File: config.mk
export PLATFORM = sky130hd
export DESIGN_NAME = hazard_unit_flat
export DESIGN_NICKNAME = d
export VERILOG_FILES = /design/src/rtl/hazard_unit_if.sv /design/src/rtl/hazard_unit.sv /design/src/flat_wrapper.sv
export SDC_FILE = /design/constraint.sdc
export NUM_CORES = 1
export LEC_CHECK = 0
export CORE_UTILIZATION = 54
export CTS_CLUSTER_DIAMETER = 200
export DETAILED_ROUTE_END_ITERATION = 12
export GPL_ROUTABILITY_DRIVEN = 0
export GPL_TIMING_DRIVEN = 1
export PLACE_DENSITY_LB_ADDON = 0.12
export SYNTH_ARGS = -nofsm -noshare
export SYNTH_HDL_FRONTEND = slang
export SYNTH_SLANG_ARGS = --single-unit
File: constraint.sdc
create_clock -name CLK -period 3.1 [get_ports CLK]
set_input_delay 0.62 -clock CLK [delete_from_list [all_inputs] [get_ports CLK]]
set_output_delay 0.62 -clock CLK [all_outputs]
set_load 0.02 [all_outputs]
File: src/rtl/hazard_unit_if.sv
// Hazard unit bundle: Decode-stage tags and branch resolve in, stall/flush/forward controls out.
// The pipeline side is the master; the hazard unit is the slave.
interface hazard_unit_if #(
    parameter int REG_AW = 5,
    parameter int CNT_W  = 16
);
    logic [REG_AW-1:0] Rs1D;
    logic [REG_AW-1:0] Rs2D;
    logic [REG_AW-1:0] RdD;
    logic              reg_writeD;
    logic              loadD;
    logic              PCSrcE;
    logic              StallF;
    logic              StallD;
    logic              FlushD;
    logic              FlushE;
    logic [1:0]        ForwardAE;
    logic [1:0]        ForwardBE;
    logic [CNT_W-1:0]  stall_count;

    modport master (
        output Rs1D, Rs2D, RdD, reg_writeD, loadD, PCSrcE,
        input  StallF, StallD, FlushD, FlushE, ForwardAE, ForwardBE, stall_count
    );

    modport slave (
        input  Rs1D, Rs2D, RdD, reg_writeD, loadD, PCSrcE,
        output StallF, StallD, FlushD, FlushE, ForwardAE, ForwardBE, stall_count
    );
endinterface

File: src/rtl/hazard_unit.sv
// Pipeline hazard controller: shadow E/M/W tag pipeline, forwarding selects,
// load-use stall sequencing, branch flush and a saturating stall-cycle counter.
//
// state | meaning
// ------+------------------------------------------------------------------
// RUN   | normal issue; a load-use hazard stalls this cycle
// STALL | extra load-use stall cycles; cnt = remaining STALL cycles after this one
//
// LOAD_LAT must be 1..4. The RUN cycle that detects the hazard is itself the
// first stall cycle, so STALL covers the remaining LOAD_LAT-1 cycles and is
// skipped entirely when LOAD_LAT is 1.
module hazard_unit #(
    parameter int REG_AW   = 5,
    parameter int LOAD_LAT = 1,
    parameter int CNT_W    = 16
) (
    input logic           CLK,
    input logic           RST,
    hazard_unit_if.slave  hu
);

    typedef enum logic {RUN, STALL} state_t;

    localparam bit         MULTI_STALL = (LOAD_LAT > 1);
    localparam logic [1:0] CNT_INIT    = 2'(MULTI_STALL ? LOAD_LAT - 2 : 0);

    logic [REG_AW-1:0] rs1_e, rs2_e, rd_e, rd_m, rd_w;
    logic              reg_write_e, load_e, reg_write_m, reg_write_w;
    state_t            state;
    logic [1:0]        cnt;
    logic [CNT_W-1:0]  stall_cnt_q;
    logic              hz;
    logic              stall;
    logic              flush_e;
    logic [1:0]        fwd_a, fwd_b;

    assign hz = load_e && (rd_e != '0) && ((rd_e == hu.Rs1D) || (rd_e == hu.Rs2D));

    // A taken branch kills the pending stall since the stalled instruction is flushed anyway.
    assign stall   = !hu.PCSrcE && (((state == RUN) && hz) || (state == STALL));
    assign flush_e = stall || hu.PCSrcE;

    assign hu.StallF      = stall;
    assign hu.StallD      = stall;
    assign hu.FlushD      = hu.PCSrcE;
    assign hu.FlushE      = flush_e;
    assign hu.ForwardAE   = fwd_a;
    assign hu.ForwardBE   = fwd_b;
    assign hu.stall_count = stall_cnt_q;

    // Shadow tag pipeline; E takes a bubble whenever the ID/EX register is cleared.
    always_ff @(posedge CLK) begin
        if (RST) begin
            rs1_e       <= '0;
            rs2_e       <= '0;
            rd_e        <= '0;
            reg_write_e <= 1'b0;
            load_e      <= 1'b0;
            rd_m        <= '0;
            reg_write_m <= 1'b0;
            rd_w        <= '0;
            reg_write_w <= 1'b0;
        end else begin
            if (flush_e) begin
                rs1_e       <= '0;
                rs2_e       <= '0;
                rd_e        <= '0;
                reg_write_e <= 1'b0;
                load_e      <= 1'b0;
            end else begin
                rs1_e       <= hu.Rs1D;
                rs2_e       <= hu.Rs2D;
                rd_e        <= hu.RdD;
                reg_write_e <= hu.reg_writeD;
                load_e      <= hu.loadD;
            end
            rd_m        <= rd_e;
            reg_write_m <= reg_write_e;
            rd_w        <= rd_m;
            reg_write_w <= reg_write_m;
        end
    end

    // Forwarding selects; the younger M-stage result wins over W.
    always_comb begin
        fwd_a = 2'b00;
        fwd_b = 2'b00;
        if (reg_write_m && (rd_m != '0) && (rd_m == rs1_e))
            fwd_a = 2'b10;
        else if (reg_write_w && (rd_w != '0) && (rd_w == rs1_e))
            fwd_a = 2'b01;
        if (reg_write_m && (rd_m != '0) && (rd_m == rs2_e))
            fwd_b = 2'b10;
        else if (reg_write_w && (rd_w != '0) && (rd_w == rs2_e))
            fwd_b = 2'b01;
    end

    // Load-use stall sequencer with a down-counter timing the extra stall cycles.
    always_ff @(posedge CLK) begin
        if (RST) begin
            state <= RUN;
            cnt   <= 2'd0;
        end else if (hu.PCSrcE) begin
            state <= RUN;
            cnt   <= 2'd0;
        end else begin
            case (state)
                RUN: begin
                    if (hz && MULTI_STALL) begin
                        state <= STALL;
                        cnt   <= CNT_INIT;
                    end
                end
                STALL: begin
                    if (cnt == 2'd0)
                        state <= RUN;
                    else
                        cnt <= cnt - 2'd1;
                end
                default: begin
                    state <= RUN;
                    cnt   <= 2'd0;
                end
            endcase
        end
    end

    // Saturating count of stalled cycles.
    always_ff @(posedge CLK) begin
        if (RST)
            stall_cnt_q <= '0;
        else if (stall && (stall_cnt_q != '1))
            stall_cnt_q <= stall_cnt_q + CNT_W'(1);
    end

endmodule
File: src/flat_wrapper.sv
// flat-port wrapper written by rule: the top's interface ports become plain ports
module hazard_unit_flat 
#(
    parameter int REG_AW   = 5,
    parameter int LOAD_LAT = 1,
    parameter int CNT_W    = 16
)
  (CLK, RST, hu_Rs1D, hu_Rs2D, hu_RdD, hu_reg_writeD, hu_loadD, hu_PCSrcE, hu_StallF, hu_StallD, hu_FlushD, hu_FlushE, hu_ForwardAE, hu_ForwardBE, hu_stall_count);
  hazard_unit_if #(.REG_AW(REG_AW), .CNT_W(CNT_W)) hu_i ();
  input logic CLK;
  input logic RST;
  input wire logic [$bits(hu_i.Rs1D)-1:0] hu_Rs1D;
  input wire logic [$bits(hu_i.Rs2D)-1:0] hu_Rs2D;
  input wire logic [$bits(hu_i.RdD)-1:0] hu_RdD;
  input wire logic [$bits(hu_i.reg_writeD)-1:0] hu_reg_writeD;
  input wire logic [$bits(hu_i.loadD)-1:0] hu_loadD;
  input wire logic [$bits(hu_i.PCSrcE)-1:0] hu_PCSrcE;
  output wire logic [$bits(hu_i.StallF)-1:0] hu_StallF;
  output wire logic [$bits(hu_i.StallD)-1:0] hu_StallD;
  output wire logic [$bits(hu_i.FlushD)-1:0] hu_FlushD;
  output wire logic [$bits(hu_i.FlushE)-1:0] hu_FlushE;
  output wire logic [$bits(hu_i.ForwardAE)-1:0] hu_ForwardAE;
  output wire logic [$bits(hu_i.ForwardBE)-1:0] hu_ForwardBE;
  output wire logic [$bits(hu_i.stall_count)-1:0] hu_stall_count;
  assign hu_i.Rs1D = hu_Rs1D;
  assign hu_i.Rs2D = hu_Rs2D;
  assign hu_i.RdD = hu_RdD;
  assign hu_i.reg_writeD = hu_reg_writeD;
  assign hu_i.loadD = hu_loadD;
  assign hu_i.PCSrcE = hu_PCSrcE;
  assign hu_StallF = hu_i.StallF;
  assign hu_StallD = hu_i.StallD;
  assign hu_FlushD = hu_i.FlushD;
  assign hu_FlushE = hu_i.FlushE;
  assign hu_ForwardAE = hu_i.ForwardAE;
  assign hu_ForwardBE = hu_i.ForwardBE;
  assign hu_stall_count = hu_i.stall_count;
  hazard_unit #(.REG_AW(REG_AW), .LOAD_LAT(LOAD_LAT), .CNT_W(CNT_W)) u_core (.CLK(CLK), .RST(RST), .hu(hu_i));
endmodule
After elaboration in Yosys (flattened, before gate mapping)
Index checks and enable logic that the tools add are counted.

Output and inout bits: 24. Flip-flop bits (word level): 48. Bits of input ports: 20. Word-level logic and storage cells: 51.

Bitwise operators: 2. $add $sub $neg: 2. Reduce and logical (&&, ||, !) cells: 23. Eq/ne operators: 7. Mux-type cells: 5.

Operators by type and width (number): $eq A5 B5 Y1 (6); $add A16 B1 Y16 const B (1); $ne A16 B16 Y1 const B (1); $reduce_bool A5 Y1 (3); $logic_and A1 B1 Y1 (11); $mux W2 (2); $reduce_or A2 Y1 (2); $logic_or A1 B1 Y1 (3); $mux W1 (3); $reduce_or A3 Y1 (1); $logic_not A2 Y1 (1); $not A1 Y1 (2); $reduce_and A2 Y1 (1); $sub A2 B1 Y2 const B (1); $logic_not A1 Y1 (1).

Logic depth before layout (Yosys ltp)
Gate-level depths: netlist of run 1.

Depth after elaboration: 8. Mapped depth: 9. Depth with buffers taken out: 7.

Worst setup path after synthesis of run 1
Ideal clock, no wire load.

Path kind: input port to output port. Start point: input hu_Rs2D[3]. End point: output hu_StallF. Path buffers: 3. Setup slack: 0.522 ns. Data required time: 2.480 ns. Cell stages on the path: 8. Arrival time: 1.958 ns. Cells stage by stage: xor2_1 nor3_1 a22oi_1 o31a_1 buf_2 buf_2 inv_1 buf_4.

Word-level cells in the longest chain between the ends: 6.

RTL lines: from (decl) (RTL line flat_wrapper.sv:13) `input wire logic [$bits(hu_i.Rs2D)-1:0] hu_Rs2D;`; $eq A5 B5 Y1 (RTL line hazard_unit.sv:37) `assign hz = load_e && (rd_e != '0) && ((rd_e == hu.Rs1D) || (rd_e == hu.Rs2D));`; $logic_or A1 B1 Y1 (RTL line hazard_unit.sv:37); $logic_and A1 B1 Y1 (RTL line hazard_unit.sv:37); $logic_and A1 B1 Y1 (RTL line hazard_unit.sv:40) `assign stall = !hu.PCSrcE && (((state == RUN) && hz) || (state == STALL));`; $logic_or A1 B1 Y1 (RTL line hazard_unit.sv:40); $logic_and A1 B1 Y1 (RTL line hazard_unit.sv:40); to (decl) (RTL line flat_wrapper.sv:18) `output wire logic [$bits(hu_i.StallF)-1:0] hu_StallF;`.

Every way passes these cells.

Worst setup path after layout of run 1
Ends and elaborated chain as after synthesis.

==> summary.md, run 1 <==
The flow ran to the end, and the final reports show no timing, DRC or antenna violations. From synthesis to final layout, the design area changed by 28.74%. The tightest hold path in the finished design has a slack of 0.4730 ns.

In the final design database the tool counted 297 nets. The die extent in x was 64.86 um. Summed over all nets, wire length on met2 after detailed routing comes to 1815 um. The die covers 0.004206 mm^2.

The run gives 0 as the post-route antenna net violation count. For this block, wires on met1 add up to 2105 um. Number of input and output port buffers inserted: 43.

The detailed router finished its first iteration with 102 violations. The logs give 48 for the number of clock sinks seen by CTS and 22.83% for the overall global routing resource usage. For the remaining max-slew budget at the tightest pin, the log shows 66.88%. The critical path is of the in2out type. In this run the core area contains 22 standard-cell rows. After floorplanning, the core was sized to cover 0.003716 mm^2.

The worst path uses 95.26% of the clock period. The power density of the placed cells is 431.0 mW/mm^2, and the count of distinct cell types in the synthesized netlist is 36. The peak per-stage delay on the critical path was 0.43 ns. Setup violations remaining at the end of the flow were counted as 0.

The tools report the clock tree root driver cell as sky130_fd_sc_hd__clkbuf_8. STA puts the critical path data arrival time at 2.33 ns. The tool flagged a number of max-cap violations equal to 0. The highest metal layer with signal wires is met4.

The hold-critical path depth came out at 1. The run gives 1625 as the via count of the first global-routing pass. The first global-routing pass estimated 7307 um of wire. The initial utilization of the core area, before any placement, comes to 57.41%. The total placed instance area was 0.002633 mm^2; the clock buffer count from CTS was 5.

Sequential cells were found to cover 45.04% of the synthesized design area. The logic depth of the worst setup path including buffers was 7. The placed cell count is 316.

For the worst-skew pair, the clock arrives at the later sink with an insertion delay of 0.30 ns. Traced cell by cell, the critical path runs through clkdlybuf4s50_1 > xor2_1 > nor3_1 > a22oi_2 > o31a_1 > inv_1 > dlygate4sd2_1. The number of buffers and inverters on the critical path is 3.

Total iterations of the first detailed-routing run: 4. For this run, the number of Yosys warnings is 0. At the pin with the least slew margin, the transition time is 0.4953 ns. The critical path's slowest cell is sky130_fd_sc_hd__clkdlybuf4s50_1. No sink is reached through more buffers than the 2 on the longest clock path. In this run, post-CTS hold repair placed 0 buffers. Share of cells above drive strength 1: 7.246%. Number of failing hold endpoints at the final stage: 0. Counting cells, the worst reg-to-reg path comes to 8.

The path class of the tightest hold or removal check is reg2reg. The startpoint class of the critical path was an input pin. The final instance area was 0.002746 mm^2. For the max-slew violation total from the final report, the log shows 0. Each instance of the synthesized netlist takes up on average 9.398 um^2.

The count of mapped cells out of synthesis was 227; the half-perimeter wire length of the detailed placement result was 3110 um. The worst ir drop on vdd is 0.4712 mV. Clock-pin slew was measured on the worst setup and hold paths at 0.09 ns. Entering global routing, the biggest net connects 20 pins.

Die height: 64.86 um. The required time of the critical path was 2.48 ns; the final non-filler cell total was 324. Setup repair after global routing left no endpoint under its margin.

Subtracting the final worst setup slack from the clock period gives 2.953 ns. In the final timing run, aggregate negative setup slack is 0 ns. After detailed routing, the number of remaining DRC violations is 0. In this run the count of I/O pins placed on the die edge is 44. Synthesis produced a netlist with a net count of 249. The via density per instance was 5.219. The netlist area before placement was 0.002133 mm^2; the standby leakage power was 1.073 nW.

Summed over all layers, the global routing overflow is 0. STA classifies the critical path endpoint as an output pin. TritonCTS built the clock tree. The largest fanout on the critical path is 3, and the final clock skew is 0.006985 ns. After synthesis the netlist holds a flip-flop and latch count of 48.

The logs give 338.6 MHz for the maximum achievable frequency and 137 um for the met3 layer wire length in the routed design. In this run the number of H-tree levels came out at 2. In the final routed layout, each cell accounts on average for 12.69 um. The routed via count is 1691. Fill cells in the final layout number 305.

The final layout contains routed wiring with a total length of 4113 um. The tools report the number of antenna violations at the first check in global routing as 0. The number of antenna cells inserted came out at 0. The kind of cell with the highest combined delay along the critical path is buffers and inverters.
-- state kept, by name, summed over array words and instances, names as in the netlist --
register,count
u_core.reg_write_w,1
u_core.rs1_e,5
u_core.rs2_e,5
u_core.load_e,1
u_core.reg_write_m,1
u_core.reg_write_e,1
u_core.cnt,2
u_core.rd_e,5
u_core.rd_m,5
u_core.state,1
u_core.rd_w,5
u_core.hu.stall_count,16
-- cell type report --
cell class | count | area, um^2 | share of cell area [%]
clock buffer | 5 | 68.82 | 2.506
clock inverter | 3 | 46.29 | 1.686
inverter | 6 | 22.52 | 0.8200
multi-input combinational | 164 | 1111 | 40.46
sequential | 48 | 960.9 | 34.99
tap | 48 | 60.06 | 2.187
timing repair buffer | 50 | 476.7 | 17.36
-- placed cells by master (no fill, tap or decap), drive strengths merged, types with 2 or more instances in the layout --
cell	count
nor2b	16
nand2	7
nand3	6
nor4	7
inv	7
mux2	2
clkdlybuf4s50	38
xnor2	7
dfxtp	48
o31ai	7
o21ai	9
a21oi	12
dlygate4sd2	5
or4	14
buf	7
nor2	9
and2	18
nor3	3
clkbuf	5
xor2	25
nand4	4
ha	2
or3	5
-- report_power, final --
part | switching (mW) | internal (mW) | total (mW) | leakage [nW]
sequential | 0.0125 | 0.629 | 0.641 | 0.390
clock | 0.213 | 0.243 | 0.456 | 0.0548
combinational | 0.0356 | 0.0505 | 0.0861 | 0.629
total | 0.261 | 0.922 | 1.18 | 1.07
-- cells by family after synthesis --
group                    after synthesis  synth area share (%)
XOR/XNOR                              32                 13.14
flip-flops                            48                 45.04
AO/OA/AOI/OAI                         33                 9.502
buffers and inverters                 15                 3.108
AND/OR/NAND/NOR                       95                 26.98
adder cells (fa/ha/maj)                2                 1.173
multiplexers                           2                 1.056
-- per-layer routing --
| layer | global-route usage (%) | up-vias |
|---|---|---|
| li1 | - | 892 |
| met1 | 31.87 | 761 |
| met2 | 33.98 | 33 |
| met3 | 4.225 | 5 |
| met4 | 10.00 | 0 |
| met5 | 0 | - |
-- cells in the mapped netlist (all sizes together) --
master,n,area (um^2)
and3,1,6.260
nor4b,1,8.760
or3,5,31.28
nand3b,1,7.510
or4b,1,10.01
o31ai,7,52.55
and2,18,112.6
o31a,1,8.760
ha,2,25.02
nand3,6,30.03
nor3,3,15.01
nor2,9,33.78
clkbuf,5,18.77
nor4,7,50.05
inv,6,22.52
o21a,1,8.760
nand2,7,26.28
xnor2,7,61.31
nand4,4,25.02
nor3b,1,7.510
o21ai,9,48.80
o211ai,1,7.510
nand2b,1,6.260
mux2,2,22.52
nor2b,16,100.1
xor2,25,219.0
dfxtp,48,960.9
a21oi,12,60.06
buf,4,25.02
or4,14,105.1
a2111oi,1,8.760
a22oi,1,7.510
-- path summary, 6_finish.rpt --
check | endpoint | start | slack (ns)
worst min-delay path | u_core.reg_write_m | u_core.reg_write_e | 0.47
worst max register to register | u_core.hu.stall_count[10] | u_core.hu.stall_count[0] | 0.75
worst min register to register | u_core.reg_write_m | u_core.reg_write_e | 0.47
worst max-delay path | hu_StallF | hu_Rs2D[3] | 0.15
-- metrics by stage --
stage / utilization [%] / setup WS (ns) / power (mW)
after floorplan: - / 0.5216 / 0.6965
after global placement: 70.84 / -0.09859 / 0.7405
after detailed placement: 70.84 / -0.1203 / 0.7419
after CTS: 73.77 / 0.09602 / 1.200
after global routing: 73.91 / 0.05599 / 1.241
final: 73.91 / 0.1468 / 1.184
-- timing repair --
action | CTS | global route
gates resized for setup | 5 | 1
setup buffers | 0 | 0
endpoints found under the setup margin | 5 | 1
(Power assumes the default switching activity.)
==> run 2, diff against run 1 <==
CORE_MARGIN = 2   (was unset)
TNS_END_PERCENT = 100   (was unset)
==> run 2 against run 1 <==
  * Clock power about the same
  * Critical endpoint unchanged
  * Combinational power decreased by 0.9%
  * Critical path depth unchanged
  * Core utilization decreased by 0.20 points
  * Die area grew 6.3%
  * Fmax up 1.0%
  * Total power increased by 0.18%
  * Critical path type unchanged
==> summary.md, run 2 (synthesized netlist as in run 1, its figures left out) <==
The run finished with clean final reports. In this design, the largest share of critical-path delay is due to buffers and inverters. Setup violations remaining at the end of the flow were counted as 0. Dividing the detail-routed via count by the number of cells gives 5.303. The net count reported at finish came out at 296. The clock network fraction of total power was 38.7%; the floorplan row count was 22. Dividing total power by cell area gives a power density of 432.9 mW/mm^2. The clock slew at the register clock pins of the worst setup and hold paths is 0.09 ns. Detailed router's first-iteration violation count: 111. The critical path contains buffers and inverters numbering 3 combined. Relative to the synthesized area, the layout overhead comes to 28.39%. Clock tree synthesis selected as its root buffer the cell sky130_fd_sc_hd__clkbuf_8.

The peak per-stage delay on the critical path works out to 0.43 ns. The share of total power dissipated in combinational logic is 7.2%. For the core footprint, the log shows 0.003716 mm^2.

The signal on the critical path passes through clkdlybuf4s50_1 > xor2_1 > nor3_1 > a22oi_2 > o31a_1 > inv_1 > dlygate4sd2_1. The relative contribution of sequential cells to total power was 54.1%. The repair_antennas step left the layout with diodes totalling 0. The number of antenna violations at the first check in global routing is 0. In this run the number of H-tree levels came out at 2. For the worst setup path, the data required time is 2.48 ns. Once detail routing completed, the nets flagged for antenna violations numbered 0. Data arrival at the endpoint of the critical path: 2.30 ns. The max-slew violation total from the final report came out at 0.

Of the available clock period, the critical path in the final layout requires 94.31%. The fraction of power spent switching nets works out to 22.30%. The pin count of the biggest net entering global routing was 20; the number of clock sinks seen by CTS was 48. The detailed-route wire length per cell is 13.29 um, and the internal cell power is 0.9214 mW.

The worst setup path is captured at an output pin. The first global-routing pass estimated 7507 um of wire. The die covers 0.004470 mm^2.

After legalization and detailed placement, the total HPWL measured 3191 um. The die is 66.86 um wide. The slowest stage of the critical path is the sky130_fd_sc_hd__clkdlybuf4s50_1 cell. The tools report the clock buffer count from CTS as 5. Largest fanout on the critical path: 3. The setup path with the least slack is of type in2out. The path category of the worst min-delay check is reg2reg. I/O pin count: 44.

Setup repair after global routing left no endpoint under its margin. The library cell used most frequently in the layout, excluding fill and tap cells, is sky130_fd_sc_hd__dfxtp_1. Routed wire length: 4293 um. The die is 66.86 um tall.

Once layout is done, the placed cells without fillers occupy 0.002739 mm^2. The flip-flop count of the largest register, all copies and words added was 16; the time the worst path needs with I/O delays and setup was 2.923 ns. In this run the deepest clock path goes through 2 buffers. The clock insertion delay at the later pin of the skew report is 0.30 ns, and the final clock skew is 0.006948 ns. The count of buffers added on input and output ports is 43.

For this configuration, the core starts out at a cell density of 57.41%. The pre-antenna-repair detailed-routing pass consisted of 4 iterations. The logs give 52.33% for the remaining max-slew budget at the tightest pin and 0.3682 mV for the worst ir drop on vdd. The maximum achievable frequency came out at 342.1 MHz. In the routed design, unresolved DRC markers number 0.

Startpoint class of the critical path: an input pin. For the standby leakage power, the log shows 1.068 nW. For this run, the total global-route usage over all layers was measured as 22.38%.

For the pin with the worst max-slew slack, the measured transition is 0.7127 ns. TritonCTS built the clock tree. The completed layout was analyzed and its total power is 1.186 mW. The library cells used most frequently in the layout, excluding fill and tap cells, are sky130_fd_sc_hd__dfxtp_1, sky130_fd_sc_hd__clkdlybuf4s50_1, sky130_fd_sc_hd__xor2_1, sky130_fd_sc_hd__and2_1, sky130_fd_sc_hd__nor2b_1. For this block, the via count after detailed routing is 1713. Max-cap violations in this run came to 0.

The number of failing hold endpoints at the final stage came out at 0. The share of cells above drive strength 1 is 6.909%. After detailed placement, the total cell area comes to 0.002625 mm^2. The tools report the leftover overflow at the end of global routing as 0. The total net switching power is 0.2644 mW. The via count of the first global-routing pass was 1722.
## run 2: power by group through the flow
stage          sequential, mW  combinational (mW)  clock (mW)
2_1_floorplan           0.652              0.0441           0
3_3_place_gp            0.655              0.0839           0
3_5_place_dp            0.656              0.0853           0
4_1_cts                 0.642              0.0850       0.466
5_1_grt                 0.643              0.0944       0.495
6_report                0.642              0.0853       0.459
## run 2: worst reg2reg max path, cell delays in order, from the launching register on
cell and delay [ns]:
sky130_fd_sc_hd__dfxtp_1 0.36, sky130_fd_sc_hd__ha_1 0.27, sky130_fd_sc_hd__nand4_1 0.15, sky130_fd_sc_hd__nor4_1 0.06, sky130_fd_sc_hd__buf_4 0.18, sky130_fd_sc_hd__or4_1 0.40
sky130_fd_sc_hd__o21a_2 0.26, sky130_fd_sc_hd__or4b_1 0.47, sky130_fd_sc_hd__a21oi_1 0.14
## run 2: what timing repair did
action	CTS	global route
setup endpoints to repair	5	1
hold buffers	0	0
gates resized for setup	5	1
cloned	0	0
setup buffers	0	0
## run 2: final cells by class
class	count	area [um^2]
tap	48	60.06
clock inverter	3	46.29
inverter	6	22.52
sequential	48	960.9
fill	309	977.2
multi-input combinational	164	1111
timing repair buffer	49	469.2
clock buffer	5	68.82
## run 2: per-stage QoR
step	instances	hold slack, ns	setup TNS (ns)	setup WS (ns)	util [%]
6_report	323	0.4538	0	0.1765	73.70
5_1_grt	323	0.4504	0	0.05532	73.70
4_1_cts	323	0.4515	0	0.09238	73.57
3_5_place_dp	315	0.4456	-0.3712	-0.1291	70.64
3_3_place_gp	315	0.4493	-0.2786	-0.1017	70.64
2_1_floorplan	227	0.4138	0	0.5216	-
## run 2: final timing paths
kind / cells after the start / slack [ns] / end / start
worst max-delay path: 7 / 0.18 / hu_StallF / hu_Rs2D[3]
worst min-delay path: 1 / 0.45 / u_core.reg_write_m / u_core.reg_write_e
worst max register to register: 8 / 0.74 / u_core.hu.stall_count[10] / u_core.hu.stall_count[0]
worst min register to register: 1 / 0.45 / u_core.reg_write_m / u_core.reg_write_e
## run 2: layer usage
| metal | wire length, um | GRT usage (%) | up-vias |
|---|---|---|---|
| li1 | - | - | 890 |
| met1 | 2125 | 28.96 | 779 |
| met2 | 1927 | 35.75 | 39 |
| met3 | 196 | 5.912 | 5 |
| met4 | 44 | 8.163 | 0 |
| met5 | 0 | 0 | - |
==> run 3, diff against run 2 <==
CAP_MARGIN = 40   (was unset)
==> results of run 3 <==
Same layout as run 2: the final DEF is identical, and so are final timing and power.
